File: config.mk
export PLATFORM = sky130hd
export DESIGN_NAME = mbox_req_seq_flat
export DESIGN_NICKNAME = d
export VERILOG_FILES = /design/src/rtl/mbox_req_seq_if.sv /design/src/rtl/mbox_req_seq.sv /design/src/flat_wrapper.sv
export SDC_FILE = /design/constraint.sdc
export NUM_CORES = 1
export LEC_CHECK = 0
export CAP_MARGIN = 20
export CORE_ASPECT_RATIO = 0.6
export CORE_MARGIN = 10
export CORE_UTILIZATION = 42
export DETAILED_ROUTE_END_ITERATION = 8
export GPL_TIMING_DRIVEN = 1
export MAX_ROUTING_LAYER = met4
export PLACE_DENSITY_LB_ADDON = 0.3
export SYNTH_ARGS = -nofsm -noshare
export SYNTH_HDL_FRONTEND = slang
export SYNTH_SLANG_ARGS = --single-unit
export TNS_END_PERCENT = 10
File: constraint.sdc
create_clock -name clk -period 4.55 [get_ports clk]
set_clock_uncertainty 0.1 [all_clocks]
set_input_delay 0.91 -clock clk [delete_from_list [all_inputs] [get_ports clk]]
set_output_delay 0.91 -clock clk [all_outputs]
set_load 0.005 [all_outputs]
File: src/rtl/mbox_req_seq_if.sv
// MBOX request port: held request/acknowledge handshake plus read-return and
// write-complete strobes between the EBOX cycle sequencer and the MBOX.
interface mbox_req_seq_if #(
    parameter int ADR_W  = 23,
    parameter int DATA_W = 36
);
    logic              MBOX_REQ;
    logic              MBOX_RD;
    logic              MBOX_WR;
    logic              MBOX_FETCH;
    logic [ADR_W-1:0]  MBOX_ADR;
    logic [DATA_W-1:0] MBOX_WD;
    logic              MBOX_ACK;
    logic              MBOX_RD_VALID;
    logic [DATA_W-1:0] MBOX_RD_DATA;
    logic              MBOX_WR_DONE;

    modport master (
        output MBOX_REQ, MBOX_RD, MBOX_WR, MBOX_FETCH, MBOX_ADR, MBOX_WD,
        input  MBOX_ACK, MBOX_RD_VALID, MBOX_RD_DATA, MBOX_WR_DONE
    );

    modport slave (
        input  MBOX_REQ, MBOX_RD, MBOX_WR, MBOX_FETCH, MBOX_ADR, MBOX_WD,
        output MBOX_ACK, MBOX_RD_VALID, MBOX_RD_DATA, MBOX_WR_DONE
    );
endinterface

File: src/rtl/mbox_req_seq.sv
// EBOX memory-cycle sequencer: turns MCL cycle requests into held MBOX
// transactions, returns read data, holds the RPW lock and aborts on NXM timeout.
module mbox_req_seq #(
    parameter int ADR_W   = 23,
    parameter int DATA_W  = 36,
    parameter int TIMEOUT = 64
) (
    input  logic              clk,
    input  logic              RESET,
    input  logic              MBOX_CYC_REQ,
    input  logic              VMA_READ,
    input  logic              VMA_WRITE,
    input  logic              VMA_PAUSE,
    input  logic              VMA_FETCH,
    input  logic [ADR_W-1:0]  VMA_ADR,
    input  logic [DATA_W-1:0] WR_DATA,
    output logic              MEM_BUSY,
    output logic [DATA_W-1:0] RD_DATA,
    output logic              RD_LOAD,
    output logic              MBOX_LOCK,
    output logic              NXM_ERR,
    output logic              REQ_OVERRUN,
    mbox_req_seq_if.master    mbox
);

    localparam int CNT_W = $clog2(TIMEOUT);
    localparam logic [CNT_W-1:0] CNT_LAST = CNT_W'(TIMEOUT - 1);

    typedef enum logic [2:0] {
        ST_IDLE   = 3'd0,
        ST_REQ    = 3'd1,
        ST_RDWAIT = 3'd2,
        ST_WRWAIT = 3'd3,
        ST_PAUSE  = 3'd4
    } state_t;

    state_t            state_r;
    logic [CNT_W-1:0]  cnt_r;
    logic              req_r, rd_r, wr_r, fetch_r;
    logic [ADR_W-1:0]  adr_r;
    logic [DATA_W-1:0] wd_r;
    logic              is_rd_r, locked_rd_r, lock_r;
    logic [DATA_W-1:0] rd_data_r;
    logic              rd_load_r, nxm_r, ovr_r;

    logic busy_st_s, launch_s, launch_rd_s, launch_lock_s, done_s, expire_s;

    assign busy_st_s = (state_r == ST_REQ) || (state_r == ST_RDWAIT) || (state_r == ST_WRWAIT);
    assign expire_s  = busy_st_s && (cnt_r == CNT_LAST);

    // Request decode; in PAUSE any write request is the second half of RPW.
    always_comb begin
        launch_s      = 1'b0;
        launch_rd_s   = 1'b0;
        launch_lock_s = 1'b0;
        if (MBOX_CYC_REQ && ((state_r == ST_IDLE) || (state_r == ST_PAUSE))) begin
            if ((state_r == ST_PAUSE) && VMA_WRITE) begin
                launch_s      = 1'b1;
                launch_lock_s = 1'b1;
            end else if (VMA_READ) begin
                launch_s      = 1'b1;
                launch_rd_s   = 1'b1;
                launch_lock_s = VMA_PAUSE | VMA_WRITE;
            end else if (VMA_WRITE) begin
                launch_s      = 1'b1;
            end else begin
                launch_s      = 1'b0;
            end
        end else begin
            launch_s = 1'b0;
        end
    end

    // Completion strobe for the outstanding cycle; ACK may carry it directly.
    always_comb begin
        done_s = 1'b0;
        case (state_r)
            ST_REQ:    done_s = mbox.MBOX_ACK && (is_rd_r ? mbox.MBOX_RD_VALID : mbox.MBOX_WR_DONE);
            ST_RDWAIT: done_s = mbox.MBOX_RD_VALID;
            ST_WRWAIT: done_s = mbox.MBOX_WR_DONE;
            default:   done_s = 1'b0;
        endcase
    end

    // Sequencer state, request registers, lock, timeout and status pulses.
    always_ff @(posedge clk or posedge RESET) begin
        if (RESET) begin
            state_r     <= ST_IDLE;
            cnt_r       <= '0;
            req_r       <= 1'b0;
            rd_r        <= 1'b0;
            wr_r        <= 1'b0;
            fetch_r     <= 1'b0;
            adr_r       <= '0;
            wd_r        <= '0;
            is_rd_r     <= 1'b0;
            locked_rd_r <= 1'b0;
            lock_r      <= 1'b0;
            rd_data_r   <= '0;
            rd_load_r   <= 1'b0;
            nxm_r       <= 1'b0;
            ovr_r       <= 1'b0;
        end else begin
            rd_load_r <= 1'b0;
            nxm_r     <= 1'b0;
            ovr_r     <= MBOX_CYC_REQ & busy_st_s;
            if (launch_s) begin
                state_r     <= ST_REQ;
                cnt_r       <= '0;
                req_r       <= 1'b1;
                rd_r        <= launch_rd_s;
                wr_r        <= ~launch_rd_s;
                fetch_r     <= VMA_FETCH;
                adr_r       <= VMA_ADR;
                wd_r        <= WR_DATA;
                is_rd_r     <= launch_rd_s;
                locked_rd_r <= launch_rd_s & launch_lock_s;
                lock_r      <= launch_lock_s;
            end else if (busy_st_s && done_s) begin
                // Completion beats a coincident timeout expiry.
                req_r   <= 1'b0;
                rd_r    <= 1'b0;
                wr_r    <= 1'b0;
                fetch_r <= 1'b0;
                if (is_rd_r) begin
                    rd_data_r <= mbox.MBOX_RD_DATA;
                    rd_load_r <= 1'b1;
                    state_r   <= locked_rd_r ? ST_PAUSE : ST_IDLE;
                    lock_r    <= locked_rd_r;
                end else begin
                    state_r <= ST_IDLE;
                    lock_r  <= 1'b0;
                end
            end else if (expire_s) begin
                state_r <= ST_IDLE;
                req_r   <= 1'b0;
                rd_r    <= 1'b0;
                wr_r    <= 1'b0;
                fetch_r <= 1'b0;
                lock_r  <= 1'b0;
                nxm_r   <= 1'b1;
            end else if (busy_st_s) begin
                cnt_r <= cnt_r + CNT_W'(1);
                if ((state_r == ST_REQ) && mbox.MBOX_ACK) begin
                    req_r   <= 1'b0;
                    rd_r    <= 1'b0;
                    wr_r    <= 1'b0;
                    fetch_r <= 1'b0;
                    state_r <= is_rd_r ? ST_RDWAIT : ST_WRWAIT;
                end
            end else if ((state_r == ST_PAUSE) && MBOX_CYC_REQ) begin
                // Typeless request in PAUSE ends the RPW pair without a new cycle.
                lock_r  <= 1'b0;
                state_r <= ST_IDLE;
            end
        end
    end

    assign MEM_BUSY        = busy_st_s | launch_s;
    assign RD_DATA         = rd_data_r;
    assign RD_LOAD         = rd_load_r;
    assign MBOX_LOCK       = lock_r;
    assign NXM_ERR         = nxm_r;
    assign REQ_OVERRUN     = ovr_r;
    assign mbox.MBOX_REQ   = req_r;
    assign mbox.MBOX_RD    = rd_r;
    assign mbox.MBOX_WR    = wr_r;
    assign mbox.MBOX_FETCH = fetch_r;
    assign mbox.MBOX_ADR   = adr_r;
    assign mbox.MBOX_WD    = wd_r;

endmodule

File: src/flat_wrapper.sv
// flat-port wrapper written by rule: the top's interface ports become plain ports
module mbox_req_seq_flat 
#(
    parameter int ADR_W   = 23,
    parameter int DATA_W  = 36,
    parameter int TIMEOUT = 64
)
  (clk, RESET, MBOX_CYC_REQ, VMA_READ, VMA_WRITE, VMA_PAUSE, VMA_FETCH, VMA_ADR, WR_DATA, MEM_BUSY, RD_DATA, RD_LOAD, MBOX_LOCK, NXM_ERR, REQ_OVERRUN, mbox_MBOX_REQ, mbox_MBOX_RD, mbox_MBOX_WR, mbox_MBOX_FETCH, mbox_MBOX_ADR, mbox_MBOX_WD, mbox_MBOX_ACK, mbox_MBOX_RD_VALID, mbox_MBOX_RD_DATA, mbox_MBOX_WR_DONE);
  mbox_req_seq_if #(.ADR_W(ADR_W), .DATA_W(DATA_W)) mbox_i ();
  input  logic clk;
  input  logic RESET;
  input  logic MBOX_CYC_REQ;
  input  logic VMA_READ;
  input  logic VMA_WRITE;
  input  logic VMA_PAUSE;
  input  logic VMA_FETCH;
  input  logic [ADR_W-1:0] VMA_ADR;
  input  logic [DATA_W-1:0] WR_DATA;
  output logic MEM_BUSY;
  output logic [DATA_W-1:0] RD_DATA;
  output logic RD_LOAD;
  output logic MBOX_LOCK;
  output logic NXM_ERR;
  output logic REQ_OVERRUN;
  output wire logic [$bits(mbox_i.MBOX_REQ)-1:0] mbox_MBOX_REQ;
  output wire logic [$bits(mbox_i.MBOX_RD)-1:0] mbox_MBOX_RD;
  output wire logic [$bits(mbox_i.MBOX_WR)-1:0] mbox_MBOX_WR;
  output wire logic [$bits(mbox_i.MBOX_FETCH)-1:0] mbox_MBOX_FETCH;
  output wire logic [$bits(mbox_i.MBOX_ADR)-1:0] mbox_MBOX_ADR;
  output wire logic [$bits(mbox_i.MBOX_WD)-1:0] mbox_MBOX_WD;
  input wire logic [$bits(mbox_i.MBOX_ACK)-1:0] mbox_MBOX_ACK;
  input wire logic [$bits(mbox_i.MBOX_RD_VALID)-1:0] mbox_MBOX_RD_VALID;
  input wire logic [$bits(mbox_i.MBOX_RD_DATA)-1:0] mbox_MBOX_RD_DATA;
  input wire logic [$bits(mbox_i.MBOX_WR_DONE)-1:0] mbox_MBOX_WR_DONE;
  assign mbox_MBOX_REQ = mbox_i.MBOX_REQ;
  assign mbox_MBOX_RD = mbox_i.MBOX_RD;
  assign mbox_MBOX_WR = mbox_i.MBOX_WR;
  assign mbox_MBOX_FETCH = mbox_i.MBOX_FETCH;
  assign mbox_MBOX_ADR = mbox_i.MBOX_ADR;
  assign mbox_MBOX_WD = mbox_i.MBOX_WD;
  assign mbox_i.MBOX_ACK = mbox_MBOX_ACK;
  assign mbox_i.MBOX_RD_VALID = mbox_MBOX_RD_VALID;
  assign mbox_i.MBOX_RD_DATA = mbox_MBOX_RD_DATA;
  assign mbox_i.MBOX_WR_DONE = mbox_MBOX_WR_DONE;
  mbox_req_seq #(.ADR_W(ADR_W), .DATA_W(DATA_W), .TIMEOUT(TIMEOUT)) u_core (.clk(clk), .RESET(RESET), .MBOX_CYC_REQ(MBOX_CYC_REQ), .VMA_READ(VMA_READ), .VMA_WRITE(VMA_WRITE), .VMA_PAUSE(VMA_PAUSE), .VMA_FETCH(VMA_FETCH), .VMA_ADR(VMA_ADR), .WR_DATA(WR_DATA), .MEM_BUSY(MEM_BUSY), .RD_DATA(RD_DATA), .RD_LOAD(RD_LOAD), .MBOX_LOCK(MBOX_LOCK), .NXM_ERR(NXM_ERR), .REQ_OVERRUN(REQ_OVERRUN), .mbox(mbox_i));
endmodule
Yosys cells after proc, flatten, opt, wreduce, memory -nomap -nowiden. Cells that the tools add are included.

Register bits: 114. Output and inout bits: 104. Logic and storage cells: 97. Input bits: 105.

Bitwise operators: 6. Reductions and logical operators: 21. Add/subtract/negate cells: 1. Mux-type cells: 45. Equality and inequality tests: 9.

Operator list (number): 1-bit two-way mux (32); 3-bit two-way mux (8); 6-bit two-way mux (4); 4-bit nonzero test (3); 1-bit logical AND (7); 6-bit by 1-bit adder with 6-bit output (second input constant) (1); 3-bit by 2-bit == test with 1-bit output (second input constant) (2); 6-bit == test (second input constant) (1); 2-bit AND reduction (3); 3-bit AND reduction (2); 5-bit inequality test (second input constant) (1); 5-bit nonzero test (1); 2-bit by 1-bit inequality test with 1-bit output (second input constant) (2); 4-bit inequality test (second input constant) (1); 3-bit by 1-bit == test with 1-bit output (second input constant) (1); 3-bit == test (second input constant) (1); 3-bit logical NOT (1); 1-bit logical OR (3); 1-bit case mux with 3 select lines (1); 1-bit AND (2); 1-bit NOT (2); 1-bit OR (2); 2-bit nonzero test (1).

Depth between registers and ports, before layout. Gate-level depths: netlist of the first run.

Depth after elaboration: 7. Depth in mapped cells: 7. Gate-level depth less buffers: 5.

Worst setup path before layout of the first run. Ideal clock, no wire load.

Path kind: input to output. Start point: input MBOX_CYC_REQ. End point: output MEM_BUSY. Required time: 3.540 ns. Buffers on the path: 2. Path slack: 1.677 ns. Arrival: 1.863 ns. Stages: 5. Path through: nor3b_4 -> o21ai_2 -> clkbuf_1 -> clkbuf_1 -> nand2_1.

Cells in the longest elaborated chain, start to end: 3.

RTL lines: start, declared (RTL line flat_wrapper.sv:12) `input logic MBOX_CYC_REQ;`; 1-bit logical AND (RTL line mbox_req_seq.sv:56) `if (MBOX_CYC_REQ && ((state_r == ST_IDLE) || (state_r == ST_PAUSE))) begin`; 1-bit two-way mux (RTL line mbox_req_seq.sv:56); 1-bit OR (RTL line mbox_req_seq.sv:159) `assign MEM_BUSY = busy_st_s | launch_s;`; end, declared (RTL line flat_wrapper.sv:19) `output logic MEM_BUSY;`.

Every way passes these cells.

Worst setup path in the final report of the first run. Ends and elaborated chain as after synthesis.

==> results.ini, run 1 <==
[run_status]
status=finished clean

[placement]
place.gp.congestion=0.9042
pre_cts_slack_ps=934.4
dp_hpwl_um=10440
portBuffers=208
dp_cells=760

[floorplan]
pin_count=209
num_rows=30
start_util=0.4260
dieArea_mm2=0.01614
dieHeight_um=102.5
core_area_mm2=0.01119
chipWidth_um=157.5

[detailed_routing]
post-route-drc-count=0
wl_um=14050
drt.antenna.violating_nets=0
dr_total_vias=3793
drt_iter0_markers=130
wl_per_cell_um=17.72
via_per_inst=4.783
first_pass_iters=5

[critical_path]
crit_required_ps=3540
crit_fanout=10
critPathCaptureType=output pin
timing_worst_setup_path_type=in2out
cp-start-kind=primary input
critPathArrivalTime_ps=2500

[clock_tree]
cts_buffers=17
cts_buffer_depth=2
ctsHoldBuffers=0
cts_resized=0
cts_setup_buffers=0
clk_pin_slew_ps=50
cts_num_sinks=114
htree_levels=4
cts_tree=built
clock_latency_ps=390
clock-root-buffer=clkbuf_16

[timing]
hold_violations=0
finalCritPeriodShare=0.7714
worstMarginPinSlew_ps=821.8
relSlewSlack=0.4521
setup_ws_ps=1040
finalSetupTns_ps=0
finalSetupViolations=0
fmax_ghz=0.2849
grt_setup_unrepaired=false
finalMaxSlewViolations=0
period_needed_ps=3510

[layout]
drive_gt1_frac=0.1389
layout_commonest_cell=clkdlybuf4s50_1
syn_to_final_growth_pct=59.06
fillers=814
mostFrequentLayoutCells=clkdlybuf4s50_1, nand2_1, dfrtp_1
fin_nets=741
stdcell_count=793

[logic_synthesis]
ys_types=48
seq_area_frac_synth=0.5987
ys.flop_type=dfrtp_1
synth.ff_latch_count=114
ys_warn_count=0
syn_area_mm2=0.004765
avgSynthCellArea_um2=11.24
synth_edf_count=0
synthesis.nets=530
synthCells=424
synthArstFlopShare=1.000

[global_route]
grt-ovfl-total=0
grt_pass1_vias=3992
track_usage=0.1755
grt_max_degree=68
grt_pass1_wl_um=21580
antenna_found_initial=1
met1_usage=0.2095
use_met2=0.2606
busiest_layer=met2
grt_use_met3=0.08667

[pwr]
leakage_nw=3.469
ir_worst_vdd_mv=0.3547
power_density_mw_per_mm2=705.0

[run]
maxCapViolCount=0

[worst_hold_path]
worstHoldPathType=reg2reg

## where the power goes
| group | switching [mW] | internal (mW) | total [mW] | leakage, nW |
|---|---|---|---|---|
| Sequential | 0.310 | 1.49 | 1.80 | 1.41 |
| Combinational | 0.798 | 1.29 | 2.09 | 1.75 |
| Clock | 0.469 | 0.987 | 1.46 | 0.306 |
| Total | 1.58 | 3.77 | 5.34 | 3.47 |
## worst paths after layout
path                                                     start                                  end  slack [ps]  depth (start not counted)
setup / recovery                                  MBOX_CYC_REQ                             MEM_BUSY        1040                          5
hold reg to reg            u_core.mbox.MBOX_WD[23]$_DFFE_PP0N_  u_core.mbox.MBOX_WD[23]$_DFFE_PP0N_         370                          2
min in group asynchronous                                RESET       u_core.RD_DATA[20]$_DFFE_PP0P_         930                          2
max in group asynchronous                                RESET  u_core.mbox.MBOX_ADR[6]$_DFFE_PP0N_        2650                          3
setup reg to reg                 u_core.state_r[0]$_DFFE_PP0P_       u_core.RD_DATA[24]$_DFFE_PP0P_        1870                          6
hold / removal             u_core.mbox.MBOX_WD[23]$_DFFE_PP0N_  u_core.mbox.MBOX_WD[23]$_DFFE_PP0N_         370                          2
## kinds of logic after synthesis
logic type / synth area share
compound gates: 0.05436
buf+inv: 0.03939
simple gates: 0.1859
mux: 0.1190
fa+ha+maj: 0.002626
flops: 0.5987
## cell usage after synthesis (all sizes together) (2+ instances only)
master  count  share of area
nand2     186           0.15
dfrtp     114           0.60
mux2       38           0.11
buf        13          0.027
inv         8         0.0068
clkbuf      7         0.0055
o21ai       6         0.0071
a21oi       4         0.0058
o211ai      4         0.0092
mux2i       3         0.0063
nor3        3         0.0042
nor4        3         0.0039
or4         3         0.0063
a21o        2         0.0032
a32o        2         0.0042
and2        2         0.0032
nand2b      2         0.0026
nand3       2         0.0021
nor3b       2         0.0066
o22ai       2         0.0026
o31ai       2         0.0032
## critical path, cell delays in order
cell             delay [ps]
clkdlybuf4s50_1         480
nor3b_4                 430
o21ai_4                 100
nand2_1                  70
clkdlybuf4s50_1         500
## flip-flops by register name (all words and copies together) (netlist names)
signal / count
u_core.mbox.MBOX_WD: 36
u_core.locked_rd_r: 1
u_core.mbox.MBOX_ADR: 23
u_core.RD_DATA: 36
u_core.is_rd_r: 1
u_core.mbox.MBOX_RD: 1
u_core.cnt_r: 6
u_core.RD_LOAD: 1
u_core.state_r: 3
u_core.mbox.MBOX_REQ: 1
u_core.mbox.MBOX_WR: 1
u_core.mbox.MBOX_FETCH: 1
u_core.REQ_OVERRUN: 1
u_core.MBOX_LOCK: 1
u_core.NXM_ERR: 1
## per-stage QoR
step | hold slack (ps) | utilization | cell area (um^2) | power (mW)
2_1_floorplan | 369.7 | - | 4765 | 2.684
3_3_place_gp | 356.6 | 0.6191 | 6925 | 3.845
3_5_place_dp | 363.0 | 0.6191 | 6925 | 3.916
4_1_cts | 374.7 | 0.6773 | 7576 | 5.408
5_1_grt | 397.8 | 0.6775 | 7579 | 5.653
6_report | 370.4 | 0.6775 | 7579 | 5.343
## cell type report
class,instances,area [um^2],area share
flip-flops and latches,114,2853,0.3764
well taps,144,180.2,0.02377
multi-input cells,282,1733,0.2287
clock buffers,19,442.9,0.05844
repair buffers,212,2125,0.2803
clock inverters,13,207.7,0.02741
inverters,8,35.03,0.004623
diodes,1,2.502,0.0003302
## per-layer routing
metal	part of all wire	vias up	wire [um]
met5	0	-	0
met4	0.0045	0	63
met3	0.10	6	1425
met2	0.45	147	6381
met1	0.44	1823	6179
li1	-	1817	-
(Power assumes the default switching activity.)
==> inputs of run 2 (changes only) <==
Clock period 4.55 ns to 3.5 ns, I/O delays scaled along.
==> run 2 against run 1 <==
Count of clock-buffer cells in the layout unchanged; global-route usage up 0.65 points; routed wire length rose by 2.2%; non-clock buffer count grew 1; core utilization increased by 0.77 points; final cell count unchanged; setup slack worse by 680 ps; combinational power rose by 30%; critical path type unchanged; critical endpoint unchanged.
==> results.ini, run 2 (same netlist as run 1, synthesis figures left out) <==
[timing]
finalMaxSlewViolations=0
period_needed_ps=3143
worstMarginPinSlew_ps=1067
fmax_ghz=0.3182
finalCritPeriodShare=0.8980
hold_violations=0
grt_setup_unrepaired=false
relSlewSlack=0.2819
finalSetupTns_ps=0
finalSetupViolations=0

[layout]
antenna_cells=0
layout_commonest_cell=clkdlybuf4s50_1
fin_nets=742
syn_to_final_growth_pct=60.87
drive_gt1_frac=0.1418
mostFrequentLayoutCells=clkdlybuf4s50_1, nand2_1, dfrtp_1
utilization=0.6852
fillers=848

[detailed_routing]
wl_per_cell_um=18.10
wl_um=14360
dr_total_vias=3812
drt.antenna.violating_nets=0
post-route-drc-count=0
via_per_inst=4.807
drt_iter0_markers=140
first_pass_iters=4

[clock_tree]
ctsHoldBuffers=0
clock_latency_ps=400
cts_tree=built
cts_num_sinks=114
cts_resized=0
clk_pin_slew_ps=50
htree_levels=4
cts_buffer_depth=2
cts_setup_buffers=0
clock-root-buffer=clkbuf_16
cts_buffers=17

[pwr]
internal_power_mw=5.133
ir_worst_vdd_mv=0.4616
p_seq_frac=0.324
power_density_mw_per_mm2=936.3
netSwitchingPower_mw=2.043
sw_frac_of_total=0.2847
combPwrFrac=0.378
clkPwrFrac=0.298
leakage_nw=3.514

[floorplan]
dieArea_mm2=0.01614
pin_count=209
chipWidth_um=157.5
dieHeight_um=102.5
num_rows=30
core_area_mm2=0.01119
start_util=0.4260

[critical_path]
cp-start-kind=primary input
crit_fanout=10
critPathCaptureType=output pin
crit_required_ps=2700
timing_worst_setup_path_type=in2out
critPathArrivalTime_ps=2340

[run]
maxCapViolCount=0

[global_route]
grt-ovfl-total=0
grt_pass1_vias=4050
grt_max_degree=67
antenna_found_initial=0
track_usage=0.1820
grt_pass1_wl_um=22090

[worst_hold_path]
worstHoldPathType=reg2reg

[run_status]
status=finished clean

[placement]
dp_hpwl_um=10550
place.gp.congestion=0.8447
portBuffers=208

## run 2: changes by cell type in the layout (fill, tap and decap cells not counted), sizes merged
cell / delta
inv: -1
clkinvlp: -1
diode: -1
buf: +1
clkinv: -1
bufinv: +3
## run 2: critical path, stage by stage
cell             delay, ps
clkdlybuf4s50_1        480
nor3b_4                430
o21ai_4                140
nand2_1                 90
clkdlybuf4s50_1        510
## run 2: power groups by stage
stage | Combinational, mW | Clock [mW] | Sequential, mW
detailed placement | 2.76 | 0 | 2.33
floorplan | 1.17 | 0 | 2.32
global route | 2.95 | 2.23 | 2.41
finish | 2.71 | 2.14 | 2.33
CTS | 2.77 | 2.17 | 2.33
global placement | 2.69 | 0 | 2.29
## run 2: final timing paths
path | slack [ps] | startpoint | cells after the start | end
max | 360 | MBOX_CYC_REQ | 5 | MEM_BUSY
min | 370 | u_core.mbox.MBOX_WD[28]$_DFFE_PP0N_ | 2 | u_core.mbox.MBOX_WD[28]$_DFFE_PP0N_
max reg2reg | 1220 | u_core.state_r[0]$_DFFE_PP0P_ | 4 | u_core.mbox.MBOX_RD$_DFFE_PP0P_
min reg2reg | 370 | u_core.mbox.MBOX_WD[28]$_DFFE_PP0N_ | 2 | u_core.mbox.MBOX_WD[28]$_DFFE_PP0N_
max in group asynchronous | 2090 | RESET | 3 | u_core.mbox.MBOX_ADR[5]$_DFFE_PP0N_
min in group asynchronous | 660 | RESET | 3 | u_core.mbox.MBOX_WD[26]$_DFFE_PP0N_
## run 2: final cells by class
type | count | area, um^2 | share of cell area
Sequential cell | 114 | 2853 | 0.3722
Multi-Input combinational cell | 282 | 1733 | 0.2261
Clock inverter | 13 | 277.8 | 0.03624
Clock buffer | 19 | 452.9 | 0.05909
Timing Repair Buffer | 213 | 2132 | 0.2782
Tap cell | 144 | 180.2 | 0.02351
Inverter | 8 | 36.28 | 0.004734
## run 2: through the flow
step	setup WS [ps]	hold WS [ps]	instance area, um^2	std cells	power, mW
6_report	357.1	374.0	7665	793	7.177
5_1_grt	244.0	394.6	7665	793	7.601
4_1_cts	337.4	375.7	7665	793	7.270
3_5_place_dp	354.8	361.4	6934	761	5.086
3_3_place_gp	371.4	356.7	6934	761	4.985
2_1_floorplan	1047	369.7	4768	424	3.490
## run 2: layer usage
layer  GRT usage  part of all wire
met4     0.05579             0.012
met1      0.2167              0.42
met2      0.2717              0.45
met5           -                 0
met3     0.08417              0.12
==> inputs of run 3 (changes only) <==
Settings changed: CORE_UTILIZATION 42 to 38.
Clock period 3.5 ns to 2.7 ns, I/O delays scaled along.
==> run 3 against run 2 <==
Global-route usage fell by 1.3 points; clock power is 10% higher; via count is 1.7% higher; die area rose by 8.8%; first-iteration DRC count rose by 48%; critical endpoint unchanged; final cell count increased by 3.7%; critical path depth is the same; power up 25%; highest routed layer unchanged; count of clock-buffer cells in the layout decreased by 1.
==> results.ini, run 3 (same netlist as run 1, synthesis figures left out) <==
[global_route]
grt_pass1_wl_um=22770
track_usage=0.1690
grt-ovfl-total=0
grt_max_degree=44
grt_pass1_vias=4107
antenna_found_initial=0

[clock_tree]
cts_setup_buffers=0
htree_levels=4
cts_num_sinks=114
cts_resized=0
cts_buffers=17
ctsHoldBuffers=0
cts_buffer_depth=2
clk_pin_slew_ps=50
cts_tree=built
clock-root-buffer=clkbuf_16
clock_latency_ps=390

[floorplan]
start_util=0.3912
core_area_mm2=0.01218
pin_count=209
dieArea_mm2=0.01756
chipWidth_um=164.6
dieHeight_um=106.7
num_rows=31

[critical_path]
crit_family=buffers and inverters
r2r-end=u_core.RD_DATA[25]$_DFFE_PP0P_
startpoint=MBOX_CYC_REQ
cp-start-kind=primary input
timing_worst_setup_path_type=in2out
ff2ff_path_depth=6
critPathMaxStageDelay_ps=500
reg2reg_slack_ps=600
cp_slowest_cell=clkdlybuf4s50_1
crit_required_ps=2060
cp.depth=5
crit_fanout=4
critPathBufInv=2
critPathArrivalTime_ps=1980
critPathCaptureType=output pin
r2r_start=u_core.state_r[0]$_DFFE_PP0P_
crit_chain=clkdlybuf4s50_1, nor3b_4, o21ai_4, nand2_1, clkdlybuf4s50_1
endpoint=MEM_BUSY
cp_common_cell=clkdlybuf4s50_1

[layout]
fin_nets=751
antenna_cells=0
syn_to_final_growth_pct=61.66
mostFrequentLayoutCells=clkdlybuf4s50_1, nand2_1, dfrtp_1
fillers=985
drive_gt1_frac=0.1522
layout_commonest_cell=clkdlybuf4s50_1

[timing]
finalMaxSlewViolations=0
fmax_ghz=0.3816
worstMarginPinSlew_ps=652.3
finalSetupTns_ps=0
grt_setup_unrepaired=false
relSlewSlack=0.5642
finalSetupViolations=0
finalCritPeriodShare=0.9705
period_needed_ps=2620
hold_violations=0

[placement]
dp_hpwl_um=11100
portBuffers=208
place.gp.congestion=0.9146

[run_status]
status=finished clean

[detailed_routing]
dr_total_vias=3877
drt_iter0_markers=207
wl_per_cell_um=17.91
wl_um=14720
drt.antenna.violating_nets=0
post-route-drc-count=0
via_per_inst=4.717
first_pass_iters=4

[pwr]
leakage_nw=3.525
p_total_mw=8.987
ir_worst_vdd_mv=0.5693
power_density_mw_per_mm2=1167

[worst_hold_path]
worstHoldPathType=reg2reg

[run]
maxCapViolCount=0

-- run 3: cell types whose count changed in the layout (fill, tap and decap cells not counted) --
cell / previous run / this run
buf_4: 4 / 9
buf_12: 1 / 5
bufinv_16: 8 / 4
clkinv_2: 1 / 3
clkinv_4: 1 / 3
clkbuf_8: 2 / 1
-- run 3: worst min-delay path by stage --
stage | endpoint | slack, ps | cells past startpoint | start
4_1_cts | u_core.mbox.MBOX_ADR[6]$_DFFE_PP0N_ | 370 | 2 | u_core.mbox.MBOX_ADR[6]$_DFFE_PP0N_
6_report | u_core.mbox.MBOX_ADR[6]$_DFFE_PP0N_ | 370 | 2 | u_core.mbox.MBOX_ADR[6]$_DFFE_PP0N_
3_5_place_dp | u_core.mbox.MBOX_ADR[6]$_DFFE_PP0N_ | 360 | 2 | u_core.mbox.MBOX_ADR[6]$_DFFE_PP0N_
2_1_floorplan | u_core.mbox.MBOX_ADR[0]$_DFFE_PP0N_ | 370 | 2 | u_core.mbox.MBOX_ADR[0]$_DFFE_PP0N_
3_3_place_gp | u_core.mbox.MBOX_WD[28]$_DFFE_PP0N_ | 360 | 2 | u_core.mbox.MBOX_WD[28]$_DFFE_PP0N_
5_1_grt | u_core.mbox.MBOX_ADR[6]$_DFFE_PP0N_ | 390 | 2 | u_core.mbox.MBOX_ADR[6]$_DFFE_PP0N_
-- run 3: per-stage QoR --
| stage | instance area, um^2 | instances | utilization | hold slack (ps) | setup WS [ps] |
|---|---|---|---|---|---|
| final | 7702 | 822 | 0.6324 | 371.6 | 79.70 |
| after global routing | 7702 | 822 | 0.6324 | 390.7 | 9.957 |
| after CTS | 7702 | 822 | 0.6324 | 374.5 | 59.89 |
| after detailed placement | 7078 | 791 | 0.5812 | 361.0 | 64.99 |
| after global placement | 7078 | 791 | 0.5812 | 355.8 | 91.59 |
| after floorplan | 4768 | 424 | - | 369.7 | 566.6 |
-- run 3: final cells by class --
class,count,area (um^2),share of cell area
Clock buffer,18,439.2,0.05702
Clock inverter,13,185.2,0.02404
Inverter,8,36.28,0.004711
Multi-Input combinational cell,282,1733,0.2250
Sequential cell,114,2853,0.3704
Tap cell,165,206.4,0.02680
Timing Repair Buffer,222,2250,0.2921
-- run 3: power by group --
part           internal, mW  total (mW)  leakage (nW)  switching (mW)
sequential             2.51        3.01          1.41           0.501
clock                  1.56        2.36         0.302           0.791
combinational          2.25        3.62          1.81            1.37
total                  6.32        8.99          3.53            2.67
-- run 3: metal layers --
| metal | part of all wire | track usage |
|---|---|---|
| met1 | 0.44 | 0.2083 |
| met2 | 0.46 | 0.2543 |
| met3 | 0.084 | 0.05691 |
| met4 | 0.018 | 0.06108 |
| met5 | 0 | - |
-- run 3: worst reg2reg max path, cell delays in order (launching register included) --
cell	delay, ps
dfrtp_1	520
mux2i_1	140
nor3_2	330
o211ai_4	170
inv_4	160
buf_12	200
mux2_2	360
